==> config.mk <==
export PLATFORM = sky130hd
export DESIGN_NAME = transposer_arbiter
export DESIGN_NICKNAME = d
export VERILOG_FILES = /design/src/rtl/transposer_arbiter.sv
export SDC_FILE = /design/constraint.sdc
export NUM_CORES = 1
export LEC_CHECK = 0
export CAP_MARGIN = 10
export CORE_MARGIN = 2
export CORE_UTILIZATION = 44
export CTS_CLUSTER_DIAMETER = 50
export DETAILED_ROUTE_END_ITERATION = 7
export GPL_ROUTABILITY_DRIVEN = 0
export PLACE_DENSITY = 0.9
export SYNTH_ARGS = -nofsm -noshare
export SYNTH_HDL_FRONTEND = slang
export SYNTH_SLANG_ARGS = --single-unit
==> constraint.sdc <==
create_clock -name clk -period 3.15 [get_ports clk]
set_input_delay 0.315 -clock clk [delete_from_list [all_inputs] [get_ports clk]]
set_output_delay 0.315 -clock clk [all_outputs]
set_load 0.01 [all_outputs]
==> src/rtl/transposer_arbiter.sv <==
// transposer_arbiter
//   Lets NREQ requesters (attention/matmul engines) take turns on a single
//   transposer. Picks the next owner round-robin, runs the transposer's
//   load/compute/deliver handshake, drives the select for the input mux, and
//   routes the completion and acceptance signals for each requester.
//
// Ports
//   clk, reset        clock; synchronous active-high reset
//   req[NREQ]         job request per requester, held until its taken pulse
//   taken[NREQ]       requester accepted the transposed result
//   gnt[NREQ]         one-hot; owner drives the transposer input this cycle
//   done_vld[NREQ]    one-hot; owner's result is valid on the transposer output
//   sel[IDXW]         input mux select, equal to the current owner
//   busy              FSM is not in IDLE
//   tr_state[2]       transposer state: 00 idle, 01 compute, 10 done, 11 illegal
//   tr_input_ready    load strobe to the transposer
//   tr_output_taken   release strobe to the transposer
//   job_cnt           per-requester count of completed jobs (optional, saturating)
//
// Optional feature: define TRANSPOSER_ARB_STATS_EN to add the job_cnt output.
module transposer_arbiter #(
    parameter int NREQ  = 4,
    parameter int IDXW  = 2,
    parameter int CNT_W = 16
) (
    input  logic                 clk,
    input  logic                 reset,
    input  logic [NREQ-1:0]      req,
    input  logic [NREQ-1:0]      taken,
    output logic [NREQ-1:0]      gnt,
    output logic [NREQ-1:0]      done_vld,
    output logic [IDXW-1:0]      sel,
    output logic                 busy,
    input  logic [1:0]           tr_state,
    output logic                 tr_input_ready,
    output logic                 tr_output_taken
`ifdef TRANSPOSER_ARB_STATS_EN
    ,
    output logic [NREQ-1:0][CNT_W-1:0] job_cnt
`endif
);

    typedef enum logic [1:0] {
        IDLE    = 2'd0,
        LOAD    = 2'd1,
        WAIT    = 2'd2,
        DELIVER = 2'd3
    } state_t;

    if (NREQ < 2) begin : g_nreq_check
        $error("NREQ must be at least 2");
    end

    state_t          state_q, state_d;
    logic [IDXW-1:0] owner_q, owner_d;
    logic [IDXW-1:0] last_q,  last_d;

    logic            found;
    logic [IDXW-1:0] winner;
    logic [IDXW:0]   cand;
    logic            legal;

    // tr_state 11 is treated as illegal and freezes every transition.
    assign legal = (tr_state != 2'b11);

    // Round-robin scan starting just after the last served requester, so the
    // requester served most recently is looked at last.
    always_comb begin
        found  = 1'b0;
        winner = last_q;
        cand   = '0;
        for (int unsigned i = 1; i <= NREQ; i++) begin
            cand = {1'b0, last_q} + (IDXW+1)'(i);
            if (cand >= (IDXW+1)'(NREQ)) begin
                cand = cand - (IDXW+1)'(NREQ);
            end
            if (!found && req[cand[IDXW-1:0]]) begin
                found  = 1'b1;
                winner = cand[IDXW-1:0];
            end
        end
    end

    always_comb begin
        state_d         = state_q;
        owner_d         = owner_q;
        last_d          = last_q;
        gnt             = '0;
        done_vld        = '0;
        tr_input_ready  = 1'b0;
        tr_output_taken = 1'b0;
        case (state_q)
            IDLE: begin
                if (found && tr_state == 2'b00) begin
                    owner_d = winner;
                    state_d = LOAD;
                end
            end
            LOAD: begin
                gnt[owner_q]   = 1'b1;
                tr_input_ready = 1'b1;
                if (legal) state_d = WAIT;
            end
            WAIT: begin
                if (tr_state == 2'b10) state_d = DELIVER;
            end
            DELIVER: begin
                if (!req[owner_q]) begin
                    // Owner walked away: release the transposer ourselves and
                    // discard the result without touching the rotation.
                    tr_output_taken = 1'b1;
                    if (legal) state_d = IDLE;
                end else begin
                    done_vld[owner_q] = 1'b1;
                    tr_output_taken   = taken[owner_q];
                    if (taken[owner_q] && legal) begin
                        last_d  = owner_q;
                        state_d = IDLE;
                    end
                end
            end
            default: state_d = IDLE;
        endcase
    end

    always_ff @(posedge clk) begin
        if (reset) begin
            state_q <= IDLE;
            owner_q <= '0;
            last_q  <= IDXW'(NREQ-1);
        end else begin
            state_q <= state_d;
            owner_q <= owner_d;
            last_q  <= last_d;
        end
    end

    assign busy = (state_q != IDLE);
    assign sel  = owner_q;

`ifdef TRANSPOSER_ARB_STATS_EN
    logic                        complete;
    logic [NREQ-1:0][CNT_W-1:0]  cnt_q;

    assign complete = (state_q == DELIVER) && req[owner_q] && taken[owner_q] && legal;

    always_ff @(posedge clk) begin
        if (reset) begin
            cnt_q <= '0;
        end else if (complete && cnt_q[owner_q] != '1) begin
            cnt_q[owner_q] <= cnt_q[owner_q] + CNT_W'(1);
        end
    end

    assign job_cnt = cnt_q;
`else
    if (CNT_W < 1) begin : g_cnt_w_check
        $error("CNT_W must be at least 1");
    end
`endif

endmodule

======== Word-level counts from Yosys, hierarchy flattened ========
Index checks and enable logic that the tools add are counted.
word-level totals
  register bits ........................... 6
  input port bits ......................... 12
  output and inout bits ................... 13
operators by class
  $add $sub $neg .......................... 8
  $lt $le $gt $ge ......................... 10
  equal/unequal tests ..................... 10
  muxes and demuxes ....................... 39
  reduce and logical (&&, ||, !) cells .... 15
operators with widths
  kind                 count
  $mux 2               14
  $lt 2x3->1 const B   5
  $mux 1               14
  $bmux 1 s2           6
  $ge 3x3->1 const B   4
  $mux 4               3
  $ne 2x2->1 const B   4
  $pmux 2 s4           1
  $sub 2x1->2 const B  4
  $add 2x2->3 const B  2
  $eq 2x2->1 const B   3
  $logic_and 1x1->1    6
  $ne 3x3->1 const B   2
  $reduce_and 5->1     1
  $logic_not 2->1      2
  $add 2x1->3 const B  1
  $add 2x3->3 const B  1
  $logic_not 1->1      3
  $reduce_and 3->1     1
  $demux 1 s2          1
  $eq 2x1->1 const B   1
  $ge 2x1->1 const B   1
  $reduce_and 2->1     1
  $reduce_bool 2->1    1

======== Logic depth before layout (Yosys ltp) ========
Gate-level depths: netlist of the first run.
  depth after elaboration ................. 18
  gate-level depth with buffers ........... 6
  mapped depth without buffers ............ 6

======== Worst setup path after synthesis of the first run ========
No wires, ideal clock.
  kind .................................... register -> output
  start point ............................. register owner_q[0], in the netlist sel[0]
  end point ............................... output tr_output_taken
  arrival time ............................ 1.276 ns
  data required time ...................... 2.835 ns
  path slack .............................. 1.559 ns
  stages on the path, launching flop included .. 4
  path buffers ............................ 1
  cell sequence ........................... dfxtp_1 > buf_6 > mux4_2 > o21a_1
between the ends
  word-level cells in the longest chain between the ends .. 4
  elaborated cells between the ends (all ways) .. 6
  classes of those cells .................. mux: 6
ends and longest elaborated chain
  what                                  RTL line  text
  start: declaration                    55        logic [IDXW-1:0] owner_q, owner_d;
  start signal: assignment              133       owner_q <= owner_d;
  $bmux 1 s2, on equally long branches  115, 108
  $mux 1, on equally long branches      115, 108
  $mux 1 (*)                            108       if (!req[owner_q]) begin
  $mux 1 (*)                            92        case (state_q)
  end: declaration                      36        output logic tr_output_taken
Every way passes the cells marked *; elsewhere a longest branch is shown, timed or not. The select of a mux whose other input is x is not followed.

======== Final worst setup path of the first run ========
Ends and elaborated chain as after synthesis.

==> impl_metrics.toml, run 1 <==
[outcome]
status = "finished clean"

[clock_network]
worst_skew_pair.late_latency_ns = 0.26
numCtsBuffers = 3
postCtsHoldBufs = 0
cts.repair.resized = 0
ctsLongestPathBuffers = 2
cts_max_level = 1
root_buffer = "clkbuf_4"
postCtsSetupBuffers = 0
cts_tree = "yes"
clkTransAtPathRegs_ns = 0.06
cts.sinks = 6

[synthesis]
yosys_warnings = 0
synth_area_leaders = "dfxtp_1 (20%), mux2i_1 (9.9%), ha_1 (8.3%)"
yosys.area.top_type = "dfxtp_1"
syn-cell-area_um2 = 604
synthArstFlopShare_pct = 0
ys_seq_elements = 6
synthFlopType = "dfxtp_1"
synth_top_area_share_pct = 19.9
syn_avg_cell_area_um2 = 7.85
synthCells = 77
seq_area_frac_synth_pct = 19.9
synth_fp_nets = 93
synth_common_cells = "nand2_1 (10), nor2_1 (10), dfxtp_1 (6), inv_1 (6), mux2i_1 (6)"
netlist-cell-type-count = 31
synth_edf_count = 0

[worst_hold_path]
holdPathStages = 2
min_to = "state_q[1]"
holdCritStartpoint = "state_q[1]"
worstHoldPathType = "flop to flop"

[grt]
grt_overflow_total = 0
grt_pass1_vias = 567
grt_use_total_pct = 19.8
grt_pass1_wl_um = 2190
antenna_found_initial = 0
grt_start_max_net_pins = 15

[die]
boundaryPins = 25
dieArea_um2 = 1690
die_h_um = 41.1
row_count = 13
die_width_um = 41.1
start_util_pct = 47.0
core_um2 = 1280

[final_layout]
multi_input_area_um2 = 443
areaGrowthSynthToFinish_pct = 43.5
fin_nets = 119
n_antenna_cell = 0
num-fill-cells = 109
final_area_um2 = 867
final_core_util_pct = 67.5
layout-drive-gt1-share_pct = 11.9
seq_area_um2 = 120

[sta]
hold_viol = 0
drv_slew = 0
min_period_over_period_pct = 75.9
relSlewSlack_pct = 67.2
clock_skew_ns = 0.0127
rsz0062_at_grt = "no"
fmax_ghz = 0.418
worst_slew_pin_slew_ns = 0.480
setup_tns_ns = 0
setup_violations = 0
period_minus_slack_ns = 2.39

[power_and_ir_drop]
p_clk_share_pct = 20.0
power_switching_share_pct = 38.0
p_seq_share_pct = 28.0
p_sw_mw = 0.145
p_int_mw = 0.236
leakagePower_nw = 0.336
powerDensity_nw_per_um2 = 439
ir_worst_vdd_v = 0.000416
share_comb_of_total_power_pct = 52.0

[setup_path]
slowest_delay_ns = 0.61
worstPathRequired_ns = 2.83
worst_r2r_endpoint = "state_q[1]"
critPathLaunchType = "flop"
cp.arrival_ns = 2.07
r2r.worst_path.cells = 4
critPathKind = "flop to primary output"
r2r_start = "sel[1]"
cp_cell_sequence = "mux4_2 -> o21a_1 -> clkdlybuf4s50_1"
critPathMaxFanout = 11
reg2reg_slack_ns = 1.50
slowest_stage = "mux4_2"
end_kind = "primary output"

[run]
drv_cap = 0

[routing]
drtAntennaViolNets = 0
detail_route.wl_per_cell_um = 12.1
vias_per_cell = 5.62
vias = 652
first_iter_violations = 23
first_pass_iters = 4
routed_wirelength_um = 1410
drc = 0

[place]
numPortBuffers = 24
placedInstanceArea_um2 = 845
dp.final_hpwl_um = 1140
==> critical path, delay by kind of cell, from the launching register on <==
kind	cells	cell delay [ns]
compound gates	1	0.21
buf+inv	1	0.47
flops	1	0.53
mux	1	0.61
==> per-stage QoR <==
step           hold slack, ns  power (mW)  std cells  worst slack (ns)
2_1_floorplan           0.384       0.231         77              1.56
3_3_place_gp            0.481       0.301        113             0.863
3_5_place_dp            0.502       0.307        113             0.853
4_1_cts                 0.509       0.381        116             0.755
5_1_grt                 0.536       0.405        116             0.666
6_report                0.508       0.381        116             0.760
==> worst max path at each step <==
stage	slack (ns)	cells after the start	to	start
after floorplan	1.56	3	tr_output_taken	sel[0]
after global placement	0.86	5	tr_output_taken	req[3]
after CTS	0.75	3	tr_output_taken	sel[0]
final	0.76	3	tr_output_taken	sel[0]
after global routing	0.67	4	tr_output_taken	sel[1]
after detailed placement	0.85	5	tr_output_taken	req[3]
==> metal layers <==
metal / share of wire (%) / global-route usage, % / up-vias
li1: - / - / 325
met1: 43 / 22.0 / 301
met2: 50 / 35.5 / 24
met3: 5.8 / 6.52 / 2
met4: 0.64 / 5.00 / 0
met5: 0 / 0 / -
==> power by group through the flow <==
stage | Sequential [mW] | Combinational [mW] | Clock (mW)
after detailed placement | 0.108 | 0.199 | 0
after global placement | 0.108 | 0.194 | 0
after floorplan | 0.100 | 0.131 | 0
final | 0.107 | 0.198 | 0.0760
after CTS | 0.107 | 0.199 | 0.0751
after global routing | 0.109 | 0.219 | 0.0777
==> area by class of cell <==
| class | instances | area share [%] |
|---|---|---|
| Sequential cell | 6 | 13.9 |
| Clock buffer | 3 | 2.60 |
| Inverter | 6 | 2.60 |
| Multi-Input combinational cell | 62 | 51.1 |
| Tap cell | 15 | 2.16 |
| Timing Repair Buffer | 24 | 27.7 |
==> cells in the final DEF (no fill, tap or decap) <==
master	instances
clkbuf_4	3
nand4_1	1
o22ai_2	1
a31oi_1	3
nand2b_2	1
a21oi_1	3
a211oi_2	1
or4_4	1
nor3b_1	3
o21a_1	1
a2111oi_0	1
dfxtp_1	6
o2111a_1	1
mux2i_1	6
a21oi_2	1
o211ai_1	2
nand2b_1	2
clkdlybuf4s50_1	24
inv_1	6
and3_1	1
nor2_1	10
nand2_1	10
mux2_2	1
ha_1	4
nand3_1	1
and3_2	1
mux4_2	1
and3b_2	1
nor3_1	3
a211o_1	1
==> logic make-up after synthesis <==
logic type	count (synthesis)	synth area share, %
mux	8	15.5
fa+ha+maj	4	8.28
compound gates	15	19.7
buf+inv	9	6.83
flops	6	19.9
simple gates	35	29.8
==> sequential cells by signal, summed over array words and instances (netlist names) <==
register / count
last_q: 2
state_q: 2
sel: 2
(Power assumes the default switching activity.)
==> inputs of run 2 (changes only) <==
- CORE_ASPECT_RATIO: unset -> 1.1
- CORE_UTILIZATION: 44 -> 41
- PLACE_DENSITY: 0.9 -> 0.85
- clock period: 3.15 -> 2.3 ns (I/O delays scaled with it)
==> impl_metrics.toml, run 2 (same netlist as run 1, synthesis figures left out) <==
[grt]
grt_use_total_pct = 20.5
grt_overflow_total = 0
grt_start_max_net_pins = 11
grt_pass1_wl_um = 2540
antenna_found_initial = 0
grt_pass1_vias = 630

[final_layout]
areaGrowthSynthToFinish_pct = 47.4
final_common_cell = "clkdlybuf4s50_1"
num-fill-cells = 132
final_cell_mix = "clkdlybuf4s50_1 (24), nand2_1 (10), nor2_1 (10)"
final_area_um2 = 891
multi_input_area_um2 = 443
layout-drive-gt1-share_pct = 14.4
seq_area_um2 = 120
fin_nets = 122
n_antenna_cell = 0

[setup_path]
critPathMaxFanout = 8
end_kind = "primary output"
critPathLaunchType = "flop"
critPathKind = "flop to primary output"
reg2reg_slack_ns = 0.75
worstPathRequired_ns = 2.07
r2r.worst_path.cells = 5
r2r_start = "state_q[0]"
worst_r2r_endpoint = "last_q[1]"
cp.arrival_ns = 1.95

[run]
drv_cap = 0

[routing]
drtAntennaViolNets = 0
first_iter_violations = 10
routed_wirelength_um = 1620
detail_route.wl_per_cell_um = 13.5
first_pass_iters = 4
vias = 661
vias_per_cell = 5.51
drc = 0

[power_and_ir_drop]
p_total_mw = 0.529
ir_worst_vdd_v = 0.000343
leakagePower_nw = 0.351
powerDensity_nw_per_um2 = 594

[clock_network]
cts.sinks = 6
cts_max_level = 1
clkTransAtPathRegs_ns = 0.05
ctsLongestPathBuffers = 2
postCtsSetupBuffers = 0
cts_tree = "yes"
cts.repair.resized = 0
postCtsHoldBufs = 0
root_buffer = "clkbuf_4"
worst_skew_pair.late_latency_ns = 0.25
numCtsBuffers = 3

[die]
start_util_pct = 44.2
row_count = 14
die_width_um = 40.6
die_h_um = 44.3
boundaryPins = 25
dieArea_um2 = 1800
core_um2 = 1370

[sta]
period_minus_slack_ns = 2.18
setup_violations = 0
relSlewSlack_pct = 72.0
fmax_ghz = 0.459
clock_skew_ns = 0.00691
min_period_over_period_pct = 94.7
whs_ns = 0.500
hold_viol = 0
worst_slew_pin_slew_ns = 0.410
final.setup.worst_slack_ns = 0.122
rsz0062_at_grt = "no"
setup_tns_ns = 0
drv_slew = 0

[worst_hold_path]
worstHoldPathType = "flop to flop"
holdCritStartpoint = "state_q[1]"
min_to = "state_q[1]"
holdPathStages = 2

[place]
placedInstanceArea_um2 = 868
dp.final_hpwl_um = 1360
numPortBuffers = 24
place_ws_ns = 0.174

[outcome]
status = "finished clean"
-- run 2: critical path: stages, from the launching register on --
cell             delay [ns]
dfxtp_1                0.49
mux2i_1                0.33
mux2_2                 0.23
o21a_1                 0.12
clkdlybuf4s50_1        0.53
-- run 2: how the worst max path moves through the flow --
stage            from         endpoint  slack, ns  depth (start not counted)
3_3_place_gp   req[2]  tr_output_taken       0.23                          5
4_1_cts        sel[1]  tr_output_taken       0.12                          4
5_1_grt        sel[1]  tr_output_taken      0.004                          4
2_1_floorplan  sel[0]       state_q[0]       0.77                          5
6_report       sel[1]  tr_output_taken       0.12                          4
3_5_place_dp   req[2]  tr_output_taken       0.17                          5
-- run 2: where the power goes --
group / internal, mW / total, mW / leakage (nW) / switching, mW
clock network: 0.0591 / 0.0988 / 0.0138 / 0.0397
logic: 0.149 / 0.291 / 0.288 / 0.142
registers: 0.121 / 0.139 / 0.0489 / 0.0184
total: 0.329 / 0.529 / 0.351 / 0.201
-- run 2: area by class of cell --
type                       count  area share, %
tap                           16           2.25
timing repair buffer          27           29.5
multi-input combinational     62           49.7
inverter                       6           2.53
sequential                     6           13.5
clock buffer                   3           2.53
-- run 2: metal layers --
metal / routed length, µm / vias to the layer above / GRT usage, %
met5: 0 / - / 0
met4: 27 / 0 / 8.00
met2: 864 / 20 / 37.5
li1: - / 333 / -
met3: 68 / 3 / 3.02
met1: 663 / 305 / 22.4
-- run 2: stage by stage --
stage          utilization, %  cells
2_1_floorplan               -     77
3_3_place_gp             63.6    117
3_5_place_dp             63.6    117
4_1_cts                  65.2    120
5_1_grt                  65.2    120
6_report                 65.2    120
